$ cat config.mk
export PLATFORM = sky130hd
export DESIGN_NAME = uart_tx_arb
export DESIGN_NICKNAME = d
export VERILOG_FILES = /design/src/rtl/uart_tx_arb.sv
export SDC_FILE = /design/constraint.sdc
export NUM_CORES = 1
export LEC_CHECK = 0
export CORE_UTILIZATION = 47
export DETAILED_ROUTE_END_ITERATION = 16
export HOLD_SLACK_MARGIN = 0.1
export PLACE_DENSITY = 0.87
export RECOVER_POWER = 25
export SYNTH_ARGS = -nofsm -noshare
export SYNTH_HDL_FRONTEND = slang
export SYNTH_SLANG_ARGS = --single-unit
$ cat constraint.sdc
create_clock -name clk -period 1.7 [get_ports clk]
set_input_delay 0.34 -clock clk [delete_from_list [all_inputs] [get_ports clk]]
set_output_delay 0.34 -clock clk [all_outputs]
set_load 0.02 [all_outputs]
$ cat src/rtl/uart_tx_arb.sv
// uart_tx_arb: two-requester round-robin arbiter that feeds bytes to a UART
// transmitter. It issues a one-cycle start pulse and waits for the UART busy
// line to rise and then fall. If the line never rises, it gives up and flags
// an error.
//
// state      | meaning
// -----------+-----------------------------------------------------------
// IDLE       | nothing in flight; may accept a byte if UART line is quiet
// ISSUE      | byte latched; uart_transmit high for this single cycle
// WAIT_START | waiting for uart_is_transmitting to rise, timer running
// WAIT_DONE  | UART busy; waiting for uart_is_transmitting to fall
module uart_tx_arb #(
  parameter int START_TIMEOUT = 15
) (
  input  logic        clk,
  input  logic        rst,
  input  logic        req0_valid,
  input  logic [7:0]  req0_byte,
  output logic        req0_ready,
  input  logic        req1_valid,
  input  logic [7:0]  req1_byte,
  output logic        req1_ready,
  output logic        uart_transmit,
  output logic [7:0]  uart_tx_byte,
  input  logic        uart_is_transmitting,
  output logic        grant_id,
  output logic        busy,
  output logic        start_err,
  output logic [15:0] tx_count
);

  // Timer must be wide enough to reach START_TIMEOUT, never narrower than 8 bits.
  localparam int TW_NEED = $clog2(START_TIMEOUT + 1);
  localparam int TW      = (TW_NEED > 8) ? TW_NEED : 8;
  localparam logic [TW-1:0] TIMEOUT_VAL = TW'(START_TIMEOUT);

  typedef enum logic [1:0] {
    IDLE       = 2'd0,
    ISSUE      = 2'd1,
    WAIT_START = 2'd2,
    WAIT_DONE  = 2'd3
  } state_t;

  state_t          state;
  logic            rr_ptr;
  logic [TW-1:0]   timer;
  logic            sel0;
  logic            sel1;
  logic            can_accept;

  // Requester selection: a lone valid requester wins, rr_ptr breaks ties.
  always_comb begin
    sel0       = req0_valid && (!req1_valid || !rr_ptr);
    sel1       = req1_valid && (!req0_valid ||  rr_ptr);
    // rst is included so that ready stays low while reset is held.
    can_accept = !rst && (state == IDLE) && !uart_is_transmitting;
  end

  assign req0_ready = can_accept && sel0;
  assign req1_ready = can_accept && sel1;
  assign busy       = (state != IDLE);

  // The error pulse must line up with the timeout cycle itself. It also has to
  // respect a UART that rises on that same cycle, so it cannot be registered.
  assign start_err  = (state == WAIT_START) && !uart_is_transmitting &&
                      (timer == TIMEOUT_VAL);

  // Main sequencing FSM with registered UART-facing outputs.
  always_ff @(posedge clk or posedge rst) begin
    if (rst) begin
      state         <= IDLE;
      rr_ptr        <= 1'b0;
      timer         <= '0;
      uart_transmit <= 1'b0;
      uart_tx_byte  <= 8'h00;
      grant_id      <= 1'b0;
      tx_count      <= 16'h0000;
    end else begin
      uart_transmit <= 1'b0;
      case (state)
        IDLE: begin
          if (req0_valid && req0_ready) begin
            uart_tx_byte  <= req0_byte;
            grant_id      <= 1'b0;
            uart_transmit <= 1'b1;
            state         <= ISSUE;
          end else if (req1_valid && req1_ready) begin
            uart_tx_byte  <= req1_byte;
            grant_id      <= 1'b1;
            uart_transmit <= 1'b1;
            state         <= ISSUE;
          end
        end
        ISSUE: begin
          timer <= '0;
          state <= WAIT_START;
        end
        WAIT_START: begin
          if (uart_is_transmitting) begin
            state <= WAIT_DONE;
          end else if (timer == TIMEOUT_VAL) begin
            rr_ptr <= ~grant_id;
            state  <= IDLE;
          end else begin
            timer <= timer + 1'b1;
          end
        end
        WAIT_DONE: begin
          if (!uart_is_transmitting) begin
            tx_count <= tx_count + 16'd1;
            rr_ptr   <= ~grant_id;
            state    <= IDLE;
          end
        end
        default: state <= IDLE;
      endcase
    end
  end

endmodule

Yosys cells after proc, flatten, opt, wreduce, memory -nomap -nowiden
Cells that the tools add are included.
{ "totals": {"output_inout_bits": 30, "memories": 0, "word_cells": 68, "latchBits": 0, "ram_bits": 0, "input_bits": 21, "romBits": 0, "ff_bits": 37} }
{ "op_classes": {"bitwise_logic": 2, "muxes": 20, "shifts": 0, "n_eq_ne": 10, "div_mod_pow": 0, "n_mul": 0, "n_reduce_logical": 27, "addsub": 2, "order_cmp": 0} }
{ "ops": {"columns": ["op", "n"], "rows": [
  ["2-to-1 mux 8 bit", 4],
  ["adder 16 x 1 -> 16 bit, second input constant", 1],
  ["case mux 8 bit (2 select lines)", 1],
  ["logical AND 1 bit", 10],
  ["2-to-1 mux 2 bit", 5],
  ["adder 8 x 1 -> 8 bit, second input constant", 1],
  ["equality test 8 x 4 -> 1 bit, second input constant", 1],
  ["2-to-1 mux 1 bit", 8],
  ["case mux 2 bit (4 select lines)", 1],
  ["nonzero test 2 bit", 4],
  ["inequality test 2 bit, second input constant", 3],
  ["AND reduction 3 bit", 2],
  ["zero test 1 bit", 5],
  ["equality test 2 bit, second input constant", 2],
  ["AND reduction 2 bit", 2],
  ["AND reduction 4 bit", 1],
  ["inequality test 3 x 1 -> 1 bit, second input constant", 1],
  ["inequality test 3 x 2 -> 1 bit, second input constant", 1],
  ["equality test 2 x 1 -> 1 bit, second input constant", 1],
  ["zero test 2 bit", 1],
  ["logical OR 1 bit", 2],
  ["inequality test 2 x 1 -> 1 bit, second input constant", 1],
  ["inverter 1 bit", 2],
  ["case mux 1 bit (2 select lines)", 1]
]} }

Logic depth before layout (Yosys ltp)
{ "depth": {"word_depth": 8, "mapped_depth": 6} }

Least setup slack after synthesis
No wires, ideal clock.
{ "synth_timing": {"path_kind": "reg-to-output", "from": "register timer[0]", "to": "output port start_err", "path_slack_ps": 35, "path_stages_with_launch": 6, "n_path_buf": 1, "required_time_ps": 1360, "arrival_time_ps": 1325, "path_cell_list": "dfrtp_1 ha_1 and3_1 clkbuf_1 nand2_1 nor2_1"} }
{ "synth_between": {"elab_chain_len": 2} }
{ "synth_rtl": {"columns": ["item", "line", "source"], "rows": [
  ["start: declaration", "46", "logic [TW-1:0] timer;"],
  ["start signal: assignment", "105", "timer <= timer + 1'b1;"],
  ["equality test 8 x 4 -> 1 bit", "66", "(timer == TIMEOUT_VAL);"],
  ["logical AND 1 bit", "65", "assign start_err = (state == WAIT_START) && !uart_is_transmitting &&"],
  ["end: declaration", "28", "output logic start_err,"]
]} }
No other way between the ends.

Worst setup path in the final report
{ "layout_timing": {"from": "register state[1]", "to": "output port req1_ready"} }
{ "layout_between": {"elab_chain_len": 4} }
{ "layout_rtl": {"columns": ["item", "line", "source"], "rows": [
  ["start: declaration", "44", "state_t state;"],
  ["start signal: assignment", "71", "state <= IDLE;"],
  ["start signal: assignment", "86", "state <= ISSUE;"],
  ["start signal: assignment", "91", "state <= ISSUE;"],
  ["zero test 2 bit", "56", "can_accept = !rst && (state == IDLE) && !uart_is_transmitting;"],
  ["logical AND 1 bit (2 in series)", "56", null],
  ["logical AND 1 bit", "60", "assign req1_ready = can_accept && sel1;"],
  ["end: declaration", "22", "output logic req1_ready,"]
]} }
No other way between the ends.

==> summary.md <==
| Metric | Value |
|---|---|
| Outcome | finished, violations left |
| Failing checks | setup timing |
| GRT Overall Usage | 0.208 |
| Mapped Cells | roughly 170 |
| Sequential fraction of the synthesis area | 0.515 |
| CTS sink cnt | 37 |
| Clk pwr share | 0.192 |
| Hold Slack | a little under 0.4 ns |
| Inst Count DP | 280 |
| EDFF count, synth | 0 |
| Bufs on Longest Clock Path | 2 |
| Switching power share of the total | 0.361 |
| Fin cells | 296 |
| Sequential Power Share | 0.384 |
| Critical Path End Type | primary output |
| Final-report hold violation count | 0 |
| Crit path required time | 1.36 ns |
| Clk root buf | clkbuf_8 |
| Maxcap violations | 0 |
| CTS tree | done |
| Clk slew on worst S/H paths | 0.07 ns |
| Final net count | 270 |
| Max VDD drop | between 0.001 and 0.0015 V |
| Row cnt | 22 |
| Clk_lat worst skew | a little under 0.3 ns |
| Final Setup Violations | 3 |
| WL/cell | between 10 and 15 um |
| Crit path max-delay cell type | dfrtp_1 |
| Yosys top cell by area | dfrtp_1 |
| Syn_nets | 190 |
| Comb pwr share | 0.424 |
| Synth cell types | 32 |
| # IOs | 51 |
| Ratio of cells with drive above 1 in the final layout | 0.210 |
| Flops & latches, synth | 37 |
| Worst-case clock skew | ~0.006 ns |
| 1st-pass router iterations | 5 |
| First-pass GRT wire length | 6.46 mm |
| Die Wd | about 64 um |
| Ys flop type | dfrtp_1 |
| Port Buffers | 50 |
| Most frequent cells after synthesis | dfrtp_1 (37), nor2_1 (18), nand2_1 (17) |
| Fin crit share | 1.04 |
| Top-count cell post-synth | dfrtp_1 |
| Remaining global-route overflow | 0 |
| Startpoint Class | flip-flop |
| Slew of the pin with the lowest slew margin | between 0.8 and 0.9 ns |
| Setup WS post-layout | -0.0721 ns |
| Crit-path cells | nor4_4 -> buf_4 -> and3_1 -> buf_6 |
| Initial antenna violation count | 0 |
| Design Power | between 3 and 4 mW |
| Avg Cell Area, Syn | 10.8 sq um |
| Final ANT Viol Nets | 0 |
| CP Max Fanout | 3 |
| Async S/R FF share, synth | 1.00 |
| DRC Markers | 0 |
| CTS Buf Count | 5 |
| Ranking of synthesized cells by area | dfrtp_1 (52%), mux2i_1 (6.7%), xnor2_1 (4.9%), nor2_1 (3.8%), nand2_1 (3.6%) |
| Drt via density | between 5 and 6 |
| DR vias | 1568 |
| CP arrival | between 1 and 1.5 ns |
| Leak | approximately 1.4 nW |
| Final GP Congestion | a little under 0.8 |
| Switching power | around 1.2 mW |
| Die Ht | around 64 um |
| H-tree Lvls | 2 |
| Hold Path Class | in -> async |
| Inserted Diodes | 0 |
| Area grow syn2layout | 48.2% |
| Final Util | 0.727 |
| Initial DRC count | 91 |
| Mapped Area | between 1500 and 2000 sq um |
| Hpwl dp | 2.74 mm |
| Fmax | 564 MHz |
| Max_slew headroom | 0.419 |
| Share of the synthesized area in the top cell type | 0.515 |
| Hold buffer count at CTS | 0 |
| Die area | roughly 4000 sq um |
| Minimum clock period | around 1.8 ns |
| Largest net degree at the start of global routing | 38 |
| Worst Setup Path Type | reg -> out |
| Worst path max stage delay | 0.43 ns |
| Core Region | roughly 3700 sq um |
| Vias in the first global route | 1477 |
| Warning count from the yosys run | 0 |
| RSZ-0062 raised after global routing | true |
| Power per cell area | ~1200 nW/um^2 |
| Initial Util | 0.491 |
| P_int | around 2.1 mW |
| Fillcell total | 247 |
| Routed WL | between 4 and 5 mm |
| Final Max Slew Viols | 0 |
-- cells by family (layout without fill, tap and decap cells) --
family / count (synthesis) / in the layout / synth area share
xor+xnor: 17 / 17 / 0.0829
flops: 37 / 37 / 0.515
simple gates: 67 / 67 / 0.211
buf+inv: 12 / 93 / 0.0383
fa+ha+maj: 2 / 2 / 0.0139
compound gates: 19 / 19 / 0.0655
mux: 13 / 13 / 0.0731
-- power groups by stage --
stage,clock network [mW],registers [mW],logic (mW)
floorplan,0,1.47,0.531
global placement,0,1.28,1.31
detailed placement,0,1.29,1.36
CTS,0.647,1.28,1.37
global route,0.688,1.30,1.51
finish,0.636,1.27,1.40
-- state kept, by name (all words and copies together), names as in the netlist --
signal         flops
rr_ptr             1
timer              8
tx_count          16
uart_transmit      1
grant_id           1
state              2
uart_tx_byte       8
-- path summary, 6_finish.rpt --
check	from	end	slack, ns	cells after the start
max	state[1]	req1_ready	-0.07	4
min	rst	timer[0]	0.38	3
max reg2reg	state[0]	timer[4]	0.03	7
min reg2reg	tx_count[15]	tx_count[15]	0.47	1
max in group asynchronous	rst	uart_tx_byte[0]	0.76	3
min in group clk	tx_count[15]	tx_count[15]	0.47	1
-- cell usage in the layout, fill, tap and decap left out, types with 5 or more instances in the layout --
| master | synthesis | final |
|---|---|---|
| buf_4 | 2 | 28 |
| nor2_1 | 18 | 17 |
| dlygate4sd2_1 | 0 | 5 |
| dlymetal6s2s_1 | 0 | 8 |
| nand3_1 | 9 | 9 |
| nand4_1 | 5 | 5 |
| a21oi_1 | 10 | 10 |
| nand2_1 | 17 | 16 |
| xnor2_1 | 10 | 10 |
| clkdlybuf4s50_1 | 0 | 33 |
| clkbuf_8 | 0 | 6 |
| xor2_1 | 7 | 7 |
| dfrtp_1 | 37 | 37 |
| inv_1 | 6 | 5 |
| mux2i_1 | 12 | 12 |
-- critical path, delay by kind of cell (launching register included) --
kind / cells / cell delay [ns]
buffers and inverters: 2 / 0.27
flip-flops: 1 / 0.43
AND/OR/NAND/NOR: 2 / 0.45
-- area by class of cell --
class / count / area [sq um] / area share
Clock inverter: 2 / 13.8 / 0.00517
Multi-Input combinational cell: 118 / 821 / 0.308
Timing Repair Buffer: 79 / 737 / 0.277
Sequential cell: 37 / 926 / 0.348
Clock buffer: 6 / 82.6 / 0.0310
Tap cell: 48 / 60.1 / 0.0226
Inverter: 6 / 22.5 / 0.00846
-- routing by layer --
layer  track usage  routed length (um)  vias up  part of all wire
met3        0.0500                 217        9             0.054
met4         0.105                  77        0             0.019
met1         0.250                1630      773              0.40
li1              -                   -      735                 -
met5             0                   0        -                 0
met2         0.344                2120       51              0.52
-- through the flow --
stage / TNS, ns / cell area (sq um) / worst slack [ns]
2_1_floorplan: 0 / 1800 / 0.0347
3_3_place_gp: -4.97 / 2490 / -0.525
3_5_place_dp: -6.06 / 2490 / -0.567
4_1_cts: -0.214 / 2630 / -0.119
5_1_grt: -0.278 / 2660 / -0.120
6_report: -0.146 / 2660 / -0.0721
-- repair_timing --
action / CTS / global route
resized for setup: 28 / 11
pin swaps: 5 / 4
setup buffers: 5 / 3
endpoints found under the setup margin: 8 / 14
Power figures use the tool's default switching activity.
